$ cat config.mk
export PLATFORM = sky130hd
export DESIGN_NAME = result_bcd_reader
export DESIGN_NICKNAME = d
export VERILOG_FILES = /design/src/rtl/result_bcd_reader.sv
export SDC_FILE = /design/constraint.sdc
export NUM_CORES = 1
export LEC_CHECK = 0
export ABC_AREA = 1
export BUFFER_PORTS_ARGS = -buffer_cell sky130_fd_sc_hd__buf_2
export CELL_PAD_IN_SITES_DETAIL_PLACEMENT = 1
export CELL_PAD_IN_SITES_GLOBAL_PLACEMENT = 1
export CORE_ASPECT_RATIO = 2
export CORE_UTILIZATION = 44
export CTS_BUF_LIST = sky130_fd_sc_hd__clkbuf_4
export DETAILED_ROUTE_END_ITERATION = 8
export GPL_TIMING_DRIVEN = 0
export PLACE_DENSITY_LB_ADDON = 0.15
export SLEW_MARGIN = 40
export SYNTH_ARGS = -nofsm -noshare
export SYNTH_HDL_FRONTEND = slang
export SYNTH_SLANG_ARGS = --single-unit
$ cat constraint.sdc
create_clock -name clock_i -period 1.9 [get_ports clock_i]
set_input_delay 0.19 -clock clock_i [delete_from_list [all_inputs] [get_ports clock_i]]
set_output_delay 0.19 -clock clock_i [all_outputs]
set_load 0.05 [all_outputs]
$ cat src/rtl/result_bcd_reader.sv
// Captures calculator results on a rising done_i, converts them to packed BCD by double dabble
// and holds them under a valid/ack handshake. RESULT_BCD_REM_CONVERT_EN also converts the remainder.
module result_bcd_reader #(
  parameter int width  = 8,
  parameter int DIGITS = 5
) (
  input  logic                  clock_i,
  input  logic                  reset_i,
  input  logic [2*width-1:0]    res_i,
  input  logic [2*width-1:0]    rem_i,
  input  logic                  done_i,
  input  logic                  ack_i,
  output logic [4*DIGITS-1:0]   res_bcd_o,
  output logic [4*DIGITS-1:0]   rem_bcd_o,
  output logic                  valid_o,
  output logic                  busy_o,
  output logic                  drop_o
);
  // state    | meaning
  // IDLE     | waiting for a done_i rise
  // CONV_RES | shifting the result through the BCD accumulator
  // CONV_REM | shifting the remainder through the BCD accumulator
  // VALID    | BCD outputs held until ack_i

  localparam int RW = 2 * width;
  localparam int BW = 4 * DIGITS;
  localparam int CW = $clog2(RW);
  localparam logic [CW-1:0] LAST = CW'(RW - 1);

`ifdef RESULT_BCD_REM_CONVERT_EN
  typedef enum logic [1:0] {IDLE, CONV_RES, CONV_REM, VALID} state_t;
`else
  typedef enum logic [1:0] {IDLE, CONV_RES, VALID} state_t;
`endif

  state_t          state_q, state_d;
  logic            done_q, done_d;
  logic [RW-1:0]   res_sh_q, res_sh_d;
  logic [BW-1:0]   acc_q, acc_d;
  logic [CW-1:0]   cnt_q, cnt_d;
  logic [BW-1:0]   res_bcd_q, res_bcd_d;
  logic            valid_q, valid_d;
  logic            busy_q, busy_d;
  logic            drop_q, drop_d;
  logic            start;
  logic [BW-1:0]   adj;

  function automatic logic [BW-1:0] add3(input logic [BW-1:0] a);
    logic [BW-1:0] r;
    r = a;
    for (int i = 0; i < DIGITS; i++) begin
      if (a[4*i +: 4] >= 4'd5) r[4*i +: 4] = a[4*i +: 4] + 4'd3;
    end
    return r;
  endfunction

`ifdef RESULT_BCD_REM_CONVERT_EN
  logic [RW-1:0] rem_sh_q, rem_sh_d;
  logic [BW-1:0] rem_bcd_q, rem_bcd_d;
`endif

  always_comb begin
    state_d   = state_q;
    done_d    = done_i;
    res_sh_d  = res_sh_q;
    acc_d     = acc_q;
    cnt_d     = cnt_q;
    res_bcd_d = res_bcd_q;
    drop_d    = drop_q;
`ifdef RESULT_BCD_REM_CONVERT_EN
    rem_sh_d  = rem_sh_q;
    rem_bcd_d = rem_bcd_q;
`endif
    start = done_i & ~done_q;
    adj   = add3(acc_q);

    case (state_q)
      IDLE: begin
        if (start) begin
          res_sh_d = res_i;
`ifdef RESULT_BCD_REM_CONVERT_EN
          rem_sh_d = rem_i;
`endif
          acc_d   = '0;
          cnt_d   = '0;
          state_d = CONV_RES;
        end
      end
      CONV_RES: begin
        acc_d    = {adj[BW-2:0], res_sh_q[RW-1]};
        res_sh_d = {res_sh_q[RW-2:0], 1'b0};
        cnt_d    = cnt_q + 1'b1;
        if (start) drop_d = 1'b1;
        if (cnt_q == LAST) begin
          res_bcd_d = acc_d;
          acc_d     = '0;
          cnt_d     = '0;
`ifdef RESULT_BCD_REM_CONVERT_EN
          state_d   = CONV_REM;
`else
          state_d   = VALID;
`endif
        end
      end
`ifdef RESULT_BCD_REM_CONVERT_EN
      CONV_REM: begin
        acc_d    = {adj[BW-2:0], rem_sh_q[RW-1]};
        rem_sh_d = {rem_sh_q[RW-2:0], 1'b0};
        cnt_d    = cnt_q + 1'b1;
        if (start) drop_d = 1'b1;
        if (cnt_q == LAST) begin
          rem_bcd_d = acc_d;
          acc_d     = '0;
          cnt_d     = '0;
          state_d   = VALID;
        end
      end
`endif
      VALID: begin
        if (ack_i) begin
          if (start) begin
            // Same-cycle ack frees the holding slot, so the new result is taken, not dropped.
            res_sh_d = res_i;
`ifdef RESULT_BCD_REM_CONVERT_EN
            rem_sh_d = rem_i;
`endif
            acc_d   = '0;
            cnt_d   = '0;
            state_d = CONV_RES;
          end else begin
            state_d = IDLE;
          end
        end else if (start) begin
          drop_d = 1'b1;
        end
      end
      default: state_d = IDLE;
    endcase

`ifdef RESULT_BCD_REM_CONVERT_EN
    busy_d  = (state_d == CONV_RES) || (state_d == CONV_REM);
`else
    busy_d  = (state_d == CONV_RES);
`endif
    valid_d = (state_d == VALID);
  end

  always_ff @(posedge clock_i or negedge reset_i) begin
    if (!reset_i) begin
      state_q   <= IDLE;
      done_q    <= 1'b0;
      res_sh_q  <= '0;
      acc_q     <= '0;
      cnt_q     <= '0;
      res_bcd_q <= '0;
      valid_q   <= 1'b0;
      busy_q    <= 1'b0;
      drop_q    <= 1'b0;
`ifdef RESULT_BCD_REM_CONVERT_EN
      rem_sh_q  <= '0;
      rem_bcd_q <= '0;
`endif
    end else begin
      state_q   <= state_d;
      done_q    <= done_d;
      res_sh_q  <= res_sh_d;
      acc_q     <= acc_d;
      cnt_q     <= cnt_d;
      res_bcd_q <= res_bcd_d;
      valid_q   <= valid_d;
      busy_q    <= busy_d;
      drop_q    <= drop_d;
`ifdef RESULT_BCD_REM_CONVERT_EN
      rem_sh_q  <= rem_sh_d;
      rem_bcd_q <= rem_bcd_d;
`endif
    end
  end

`ifdef RESULT_BCD_REM_CONVERT_EN
  assign rem_bcd_o = rem_bcd_q;
`else
  logic unused_rem;
  assign unused_rem = ^rem_i;
  assign rem_bcd_o  = '0;
`endif

  assign res_bcd_o = res_bcd_q;
  assign valid_o   = valid_q;
  assign busy_o    = busy_q;
  assign drop_o    = drop_q;

endmodule
==> metrics.yaml, run 1 <==
post-route-period-util_pct: 78.74
synth.yosys.seq_area_share_pct: 46.84
cts_root_buf: "clkbuf_4"
outcome: "finished clean"
yosys_warnings: 0
synth_commonest_cells: "218 x nand2_1, 66 x dfrtp_1, 55 x nand3_1"
cts.clk_slew.worst_paths_ns: 0.11
synth_compound_area_share_pct: 2.484
crit_family: "simple AND/OR/NAND/NOR gates"
crit_top_cell: "nand2_1"
via_per_inst: 4.963
stdcell_area_sq_um: 4083
syn-cell-area_sq_um: 3526
num_vias: 3117
insertion_delay_ns: 0.41
gp_congestion: 0.7812
skew_ns: 0.009268
dieArea_sq_um: 8397
drt-wirelength-per-cell_microns: 13.61
die_x_microns: 65.30
drtPass1Iterations: 4
ctsHtreeMaxLevel: 3
synth_top_area_cell: "dfrtp_1"
rows: 45
grt_overflow: 0
start_util_pct: 46.05
start_kind: "flip-flop"
drt-total-wl_mm: 8.550
synth_cell_types: 21
ir_drop_uv: 771.9
cts_hold_buf: 3
io-pin-count: 79
ys.flop_type: "dfrtp_1"
final.setup.tns_ns: 0
path_class: "flip-flop to flip-flop"
synth.most_common_cell: "nand2_1"
netlist_instances: 452
async_flop_share_pct: 100.0
drc: 0
synthXorXnorAreaFrac_pct: 0
cp_max_fo: 10
crit_slowest_cell: "dfrtp_1"
core_area_sq_um: 7657
cap_violations: 0
place_hpwl_mm: 6.497
grt.total_usage_pct: 22.96
cp_num_buf_inv: 2
die_h_microns: 128.6
synth_edf_count: 0
io_buffers: 42
synthTopCellsByArea: "dfrtp_1 47%, nand2_1 23%, nand3_1 7.8%, buf_4 5.1%, ha_1 3.9%"
clk_path_buf_depth: 2
cp-end-kind: "flip-flop"
worstPathCellList: "ha_1, nand3_2, nand2_1, inv_2, buf_6, nand3_1, nand2_1"
grt_max_degree: 40
cts_tree: "done"
finalHoldViolations: 0
first_global_vias: 3230
num-nets-final: 575
drtIter0Drc: 125
synth-seq-cells: 66
ant_nets: 0
max_stage_delay_ns: 0.44
crit_arrival_ns: 1.80
timing.fmax_ghz: 0.6685
rsz0062_at_grt: "false"
grt_pass1_wl_mm: 14.65
cts_setup_buffers: 0
clkSinkCount: 66
slew_viol_final: 0
fin_crit_ns: 1.496
synth-simple-area-share_pct: 35.20
placed_cell_area_sq_um: 3951
drive_gt1_share_pct: 19.14
antenna_found_initial: 1
setup_viol: 0
area_growth_pct: 15.79
synthMuxAreaShare_pct: 0
cts_made_buffers: 9
crit_required_ns: 2.21
p_leak_uw: 0.002376
synthAdderAreaFrac_pct: 3.903
syn-mean-instance-area_sq_um: 7.801
hp-class: "input port to flip-flop"
cts-resized-gates: 0
p_per_area_nw_per_um2: 1703
synth_top_family_by_area: "simple AND/OR/NAND/NOR gates"
yosysTopAreaCellShare_pct: 46.84
==> routing by layer <==
metal	wire (microns)	vias to the layer above	GRT usage, %
li1	-	1542	-
met1	3143	1497	23.12
met2	4947	61	43.54
met3	230	17	4.787
met4	228	0	10.10
met5	0	-	0
==> metrics by stage <==
step	hold slack [ns]	cells	util, %	total power (uW)	setup WS, ns
floorplan	-0.1056	471	-	5298	0.6946
global placement	0.3109	607	51.26	6089	0.2894
detailed placement	0.07831	608	51.60	6275	0.4082
CTS	0.03836	627	53.28	7066	0.3832
global route	0.08752	628	53.32	7641	0.2919
finish	0.08442	628	53.32	6953	0.4040
==> worst register-to-register path: stages, from the launching register on <==
cell	delay (ns)
dfrtp_1	0.44
ha_1	0.23
nand3_2	0.14
nand2_1	0.19
inv_2	0.08
buf_6	0.15
nand3_1	0.10
nand2_1	0.06
==> worst paths after layout <==
| path | start | slack (ns) | to | cells after the start |
|---|---|---|---|---|
| max in group asynchronous | reset_i | 1.20 | cnt_q[0] | 3 |
| hold reg to reg | drop_o | 0.47 | drop_o | 1 |
| setup reg to reg | cnt_q[0] | 0.40 | acc_q[14] | 7 |
| hold / removal | res_i[11] | 0.08 | res_sh_q[11] | 5 |
| setup / recovery | cnt_q[0] | 0.40 | acc_q[14] | 7 |
| min in group asynchronous | reset_i | 0.20 | acc_q[10] | 2 |
==> flip-flops by register name, summed over array words and instances (netlist names) <==
name and count:
res_sh_q 16, drop_o 1, acc_q 20, state_q 2, cnt_q 4, res_bcd_o 20, done_q 1, busy_o 1
valid_o 1
==> cell type report <==
cell class,count,area (sq um)
clock buffers,10,75.07
clock inverters,6,23.77
repair buffers,46,266.5
fillers,1020,3575
diodes,1,2.502
multi-input cells,342,1541
inverters,27,101.3
well taps,94,117.6
plain buffers,36,302.8
flip-flops and latches,66,1652
==> logic make-up after synthesis <==
family / after synthesis
and+or+nand+nor: 294
DFF: 66
buffers and inverters: 63
AOI/OAI and AO/OA: 17
adders and majority gates: 11
other: 1
==> power breakdown <==
group	total [uW]	switching (uW)	internal (uW)
Clock	743	483	260
Combinational	3760	2560	1200
Sequential	2450	454	1990
==> cells in the final DEF (no fill, tap or decap), drive strengths merged <==
cell	netlist	layout
a21oi	10	10
conb	1	20
nand2	221	221
inv	27	27
clkinv	0	6
buf	36	79
a21o	1	1
ha	11	11
diode	0	1
o21ai	6	6
dfrtp	66	66
nand3	56	56
nand4	12	12
or2	2	2
clkbuf	0	10
nor2	3	3
dlygate4sd3	0	3
Note: power is estimated with default switching activity, not from simulation.
==> run 2, diff against run 1 <==
Settings changed: ABC_AREA 1 to 0, CORE_UTILIZATION 44 to 43.
Clock period 1.9 ns to 1.6 ns, I/O delays scaled along.
==> metrics.yaml, run 2 <==
synthTopCellsByArea: "dfrtp_1 51%, o21ai_0 7.0%, mux2i_1 6.1%, buf_4 4.8%, nand2_1 4.8%"
finalHoldViolations: 0  # unchanged
start_util_pct: 44.62  # -1.4 points
synthAdderAreaFrac_pct: 4.213  # +0.31 points
core_area_sq_um: 7322  # -4.4%
antenna_found_initial: 1  # unchanged
final_cell_mix: "64 x dfrtp_1, 46 x o21ai_0, 44 x buf_2"
cts.clk_slew.worst_paths_ns: 0.11  # about the same
grt.total_usage_pct: 21.46  # -1.5 points
crit_slowest_cell: "dfrtp_1"
dp_worst_setup_slack_ns: -0.1892  # -0.5974 ns
ctsHtreeMaxLevel: 3  # unchanged
drt-total-wl_mm: 7.861  # -8.1%
num-nets-final: 450  # -22%
crit_required_ns: 1.93  # -0.28 ns
start_kind: "flip-flop"
yosysTopAreaCellShare_pct: 50.56  # +3.7 points
cts_made_buffers: 9  # unchanged
syn-mean-instance-area_sq_um: 10.61  # +36%
setup_ws_ns: 0.02877  # -0.3752 ns
ir_drop_uv: 847.5  # +9.8%
io_buffers: 42  # unchanged
drc: 0  # unchanged
fillers: 844  # -17%
cts_tree: "done"
fin_crit_ns: 1.571  # +0.07523 ns
cp_num_buf_inv: 3  # +1
multi_input_area_sq_um: 1501  # -2.6%
via_per_inst: 5.062  # +2.0%
setup_viol: 0  # unchanged
timing.fmax_ghz: 0.6364  # -4.8%
die_x_microns: 63.64  # -2.5%
worstPathCellList: "buf_6, nor2b_4, buf_8, nand4_4, clkbuf_16, mux2_4"
synth_commonest_cells: "66 x dfrtp_1, 46 x o21ai_0, 42 x nand2_1"
synth_top_area_cell: "dfrtp_1"
path_class: "flip-flop to flip-flop"
dieArea_sq_um: 7971  # -5.1%
seqCellArea_sq_um: 1654  # +0.15%
rsz0062_at_grt: "true"
async_flop_share_pct: 100.0  # unchanged
ys.flop_type: "dfrtp_1"
ant_nets: 0  # unchanged
place_hpwl_mm: 5.555  # -14%
final_common_cell: "dfrtp_1"
clk_path_buf_depth: 2  # unchanged
p_leak_uw: 0.002129  # -10%
syn-cell-area_sq_um: 3267  # -7.3%
final.setup.tns_ns: 0  # unchanged
synth_top_family_by_area: "compound AO/OA/AOI/OAI gates"
clkSinkCount: 66  # unchanged
hp-class: "input port to flip-flop"
placed_cell_area_sq_um: 3686  # -6.7%
first_global_vias: 2693  # -17%
cap_violations: 0  # unchanged
crit_family: "buffers and inverters"
synth_compound_area_share_pct: 14.21  # +12 points
insertion_delay_ns: 0.44  # +0.03 ns
p_per_area_nw_per_um2: 2021  # +19%
synth-simple-area-share_pct: 11.41  # -24 points
drtPass1Iterations: 4  # unchanged
drive_gt1_share_pct: 34.80  # +16 points
die_h_microns: 125.3  # -2.6%
drt-wirelength-per-cell_microns: 15.69  # +15%
gp_congestion: 0.7663  # -1.9%
synthXorXnorAreaFrac_pct: 1.340  # +1.3 points
slew_viol_final: 0  # unchanged
grt_max_degree: 38  # -5.0%
drtIter0Drc: 71  # -43%
io-pin-count: 79  # unchanged
grt_pass1_wl_mm: 12.85  # -12%
skew_ns: 0.01571  # +0.006446 ns
synth.yosys.seq_area_share_pct: 50.56  # +3.7 points
synth_edf_count: 0  # unchanged
synth.most_common_cell: "dfrtp_1"
cp-end-kind: "flip-flop"
outcome: "finished clean"
synth-seq-cells: 66  # unchanged
cts_root_buf: "clkbuf_4"
crit_arrival_ns: 1.90  # +0.10 ns
post-route-period-util_pct: 98.20  # +19 points
synth_cell_types: 29  # +38%
cp_max_fo: 8  # -2
area_growth_pct: 27.15
stdcell_area_sq_um: 4154  # +1.7%
hold-worst-slack_ns: 0.02066  # -0.06376 ns
rows: 44  # -2.2%
num_vias: 2536  # -19%
grt_overflow: 0  # unchanged
netlist_instances: 308  # -32%
synthMuxAreaShare_pct: 9.920  # +9.9 points
yosys_warnings: 0  # unchanged
max_stage_delay_ns: 0.39  # -0.05 ns
run 2: cell count changes in the layout (fill, tap and decap cells not counted), moves of 9 or more:
cell,before,now
o21ai_0,6,46
buf_6,11,2
nand4_1,12,0
mux2i_1,0,17
inv_1,23,6
a22o_1,0,14
nand2_1,218,42
buf_4,24,35
nand3_1,55,2
run 2: cell families (layout without fill, tap and decap cells):
logic type / Yosys count / in the layout
muxes: 29 / 29
xor gates and xnor gates: 5 / 5
and+or+nand+nor: 75 / 75
AOI/OAI and AO/OA: 78 / 78
DFF: 66 / 66
other: 1 / 21
buffers and inverters: 43 / 124
adders and majority gates: 11 / 11
run 2: worst reg2reg max path: stages (launching register included):
cell and delay (ns):
dfrtp_1 0.39, buf_6 0.13, nor2b_4 0.14, buf_8 0.13
nand4_4 0.18, clkbuf_16 0.22, mux2_4 0.29
run 2: metal layers:
layer  vias up  global-route usage (%)  part of all wire [%]
met4         0                   13.64                   3.5
li1       1205                       -                     -
met5         -                       0                     0
met3        14                   3.467                   2.6
met2        51                   39.17                    57
met1      1266                   21.76                    37
run 2: path summary, 6_finish.rpt:
| path | slack, ns | cells past startpoint | endpoint | start |
|---|---|---|---|---|
| max | 0.03 | 6 | res_bcd_o[2] | state_q[0] |
| min | 0.02 | 3 | res_sh_q[6] | res_i[6] |
| max reg2reg | 0.03 | 6 | res_bcd_o[2] | state_q[0] |
| min reg2reg | 0.47 | 1 | drop_o | drop_o |
| max in group asynchronous | 0.87 | 3 | acc_q[8] | reset_i |
| min in group asynchronous | 0.19 | 2 | valid_o | reset_i |
run 2: final cells by class:
class | instances | share of cell area (%)
sequential | 66 | 39.82
timing repair buffer | 65 | 10.72
buffer | 33 | 6.506
multi-input combinational | 218 | 36.14
clock inverter | 7 | 1.446
tap | 92 | 2.771
clock buffer | 9 | 1.627
inverter | 10 | 0.9036
antenna | 1 | 0.06024
run 2: per-stage QoR:
stage | utilization (%) | power (uW) | std cells
after CTS | 53.86 | 7993 | 485
after global placement | 50.03 | 6560 | 461
after floorplan | - | 5738 | 327
after detailed placement | 50.34 | 6748 | 462
final | 56.73 | 8397 | 501
after global routing | 56.73 | 8987 | 501
run 2: where the power goes:
| group | internal [uW] | switching, uW |
|---|---|---|
| sequential | 2340 | 540 |
| clock | 460 | 633 |
| combinational | 1870 | 2550 |
| total | 4670 | 3730 |
run 2: repair_timing:
item | CTS | global route
setup buffers | 1 | 12
hold buffers | 6 | 0
setup endpoints to repair | 58 | 39
pin swaps | 1 | 7
cloned | 0 | 3
hold endpoints to repair | 48 | 0
gates resized for setup | 18 | 26
==> run 3, diff against run 2 <==
Settings changed: CORE_MARGIN from default to 2.
==> metrics.yaml, run 3 (synthesized netlist as in run 2, its figures left out) <==
cp_max_fo: 8  # unchanged
core_area_sq_um: 7488  # +2.3%
place_hpwl_mm: 5.360  # -3.5%
crit_slowest_cell: "dfrtp_1"
grt_pass1_wl_mm: 12.46  # -3.0%
ctsHtreeMaxLevel: 3  # unchanged
dieArea_sq_um: 8353  # +4.8%
grt_overflow: 0  # unchanged
die_x_microns: 65.64  # +3.1%
post-route-period-util_pct: 97.41  # -0.80 points
start_util_pct: 43.63  # -0.99 points
slew_headroom_pct: 65.05
cap_violations: 0  # unchanged
path_class: "flip-flop to flip-flop"
ir_drop_uv: 914.3  # +7.9%
rows: 45  # +2.3%
drtPass1Iterations: 4  # unchanged
grt_max_degree: 40  # +5.3%
crit_arrival_ns: 1.85  # -0.05 ns
drt-total-wl_mm: 7.529  # -4.2%
area_growth_pct: 23.78
crit_required_ns: 1.89  # -0.04 ns
drt-wirelength-per-cell_microns: 15.37  # -2.1%
crit_family: "buffers and inverters"
cp-end-kind: "flip-flop"
via_per_inst: 4.992  # -1.4%
skew_ns: 0.01916  # +0.003446 ns
drive_gt1_share_pct: 33.08  # -1.7 points
hp-class: "input port to flip-flop"
antenna_found_initial: 0  # -1
gp_congestion: 0.7884  # +2.9%
io_buffers: 42  # unchanged
insertion_delay_ns: 0.42  # -0.02 ns
final_common_cell: "dfrtp_1"
drtIter0Drc: 82  # +15%
p_total_uw: 8200  # -2.3%
cp_num_buf_inv: 3  # unchanged
ant_nets: 0  # unchanged
first_global_vias: 2586  # -4.0%
outcome: "finished clean"
start_kind: "flip-flop"
cts_tree: "done"
hold-worst-slack_ns: 0.03036  # +0.009706 ns
cts.clk_slew.worst_paths_ns: 0.10  # about the same
timing.fmax_ghz: 0.6416  # +0.82%
cts_made_buffers: 9  # unchanged
num_vias: 2446  # -3.5%
io-pin-count: 79  # unchanged
clk_path_buf_depth: 2  # unchanged
cts_root_buf: "clkbuf_4"
fin_crit_ns: 1.558  # -0.01274 ns
grt.total_usage_pct: 19.28  # -2.2 points
max_stage_delay_ns: 0.36  # -0.03 ns
num-nets-final: 438  # -2.7%
drc: 0  # unchanged
worstPathCellList: "buf_6, nor2b_4, buf_8, nand4_4, buf_12, mux2_4"
n_antenna_cell: 0  # -1
p_per_area_nw_per_um2: 2028  # +0.32%
clkSinkCount: 66  # unchanged
p_leak_uw: 0.002077  # -2.4%
final_cell_mix: "64 x dfrtp_1, 46 x o21ai_0, 44 x buf_2"
setup_viol: 0  # unchanged
finish.utilization_pct: 54.00  # -2.7 points
slew_viol_final: 0  # unchanged
tightestPinTransition_ns: 0.5242
die_h_microns: 127.3  # +1.6%
finalHoldViolations: 0  # unchanged
rsz0062_at_grt: "true"
-- run 3: changes by cell type in the layout (fill, tap and decap cells not counted), sizes merged --
cell | before | now
clkinv | 6 | 2
clkbuf | 16 | 18
dlygate4sd3 | 6 | 3
buf | 85 | 78
diode | 1 | 0
-- run 3: path summary, 6_finish.rpt --
| kind | to | from | cells past startpoint | slack, ns |
|---|---|---|---|---|
| max | res_bcd_o[1] | state_q[0] | 6 | 0.04 |
| min | res_sh_q[5] | res_i[5] | 3 | 0.03 |
| max reg2reg | res_bcd_o[1] | state_q[0] | 6 | 0.04 |
| min reg2reg | drop_o | drop_o | 1 | 0.48 |
| max in group asynchronous | state_q[1] | reset_i | 3 | 0.80 |
| min in group asynchronous | acc_q[9] | reset_i | 2 | 0.24 |
-- run 3: per-stage QoR --
stage	TNS (ns)	std cells	cell area, sq um	setup WS [ns]
6_report	0	490	4044	0.04151
5_1_grt	-0.1715	490	4044	-0.03202
4_1_cts	0	483	3914	0.0007672
3_5_place_dp	-4.789	464	3689	-0.2406
3_3_place_gp	-3.613	463	3666	-0.2011
2_1_floorplan	0	327	3338	0.1194
-- run 3: cell type report --
type,instances,area (sq um)
Clock inverter,3,40.04
Tap cell,94,117.6
Timing Repair Buffer,54,340.3
Inverter,10,37.54
Multi-Input combinational cell,218,1500
Sequential cell,66,1654
Buffer,32,256.5
Fill cell,872,3445
Clock buffer,13,97.59
-- run 3: worst min-delay path: cells and delay by family --
| family | cells | cell delay [ns] |
|---|---|---|
| AOI/OAI and AO/OA | 1 | 0.13 |
| buffers and inverters | 1 | 0.07 |
| muxes | 1 | 0.05 |
-- run 3: power by group --
part	internal [uW]	total (uW)	switching, uW	leakage [uW]
clock	544	1130	590	0.0000818
sequential	2340	2880	534	0.000843
combinational	1710	4190	2480	0.00115
-- run 3: routing by layer --
metal	global-route usage (%)	share of wire (%)	vias up
li1	-	-	1181
met1	23.81	41	1220
met2	33.39	55	36
met3	4.225	2.5	9
met4	5.147	1.2	0
met5	0	0	-
-- run 3: timing repair --
action / 4_1_cts / 5_1_grt
setup buffers: 1 / 6
endpoints found under the hold margin: 40 / 0
setup endpoints to repair: 58 / 44
hold buffers: 3 / 0
pin swaps: 1 / 6
gates cloned: 0 / 1
resized for setup: 16 / 24
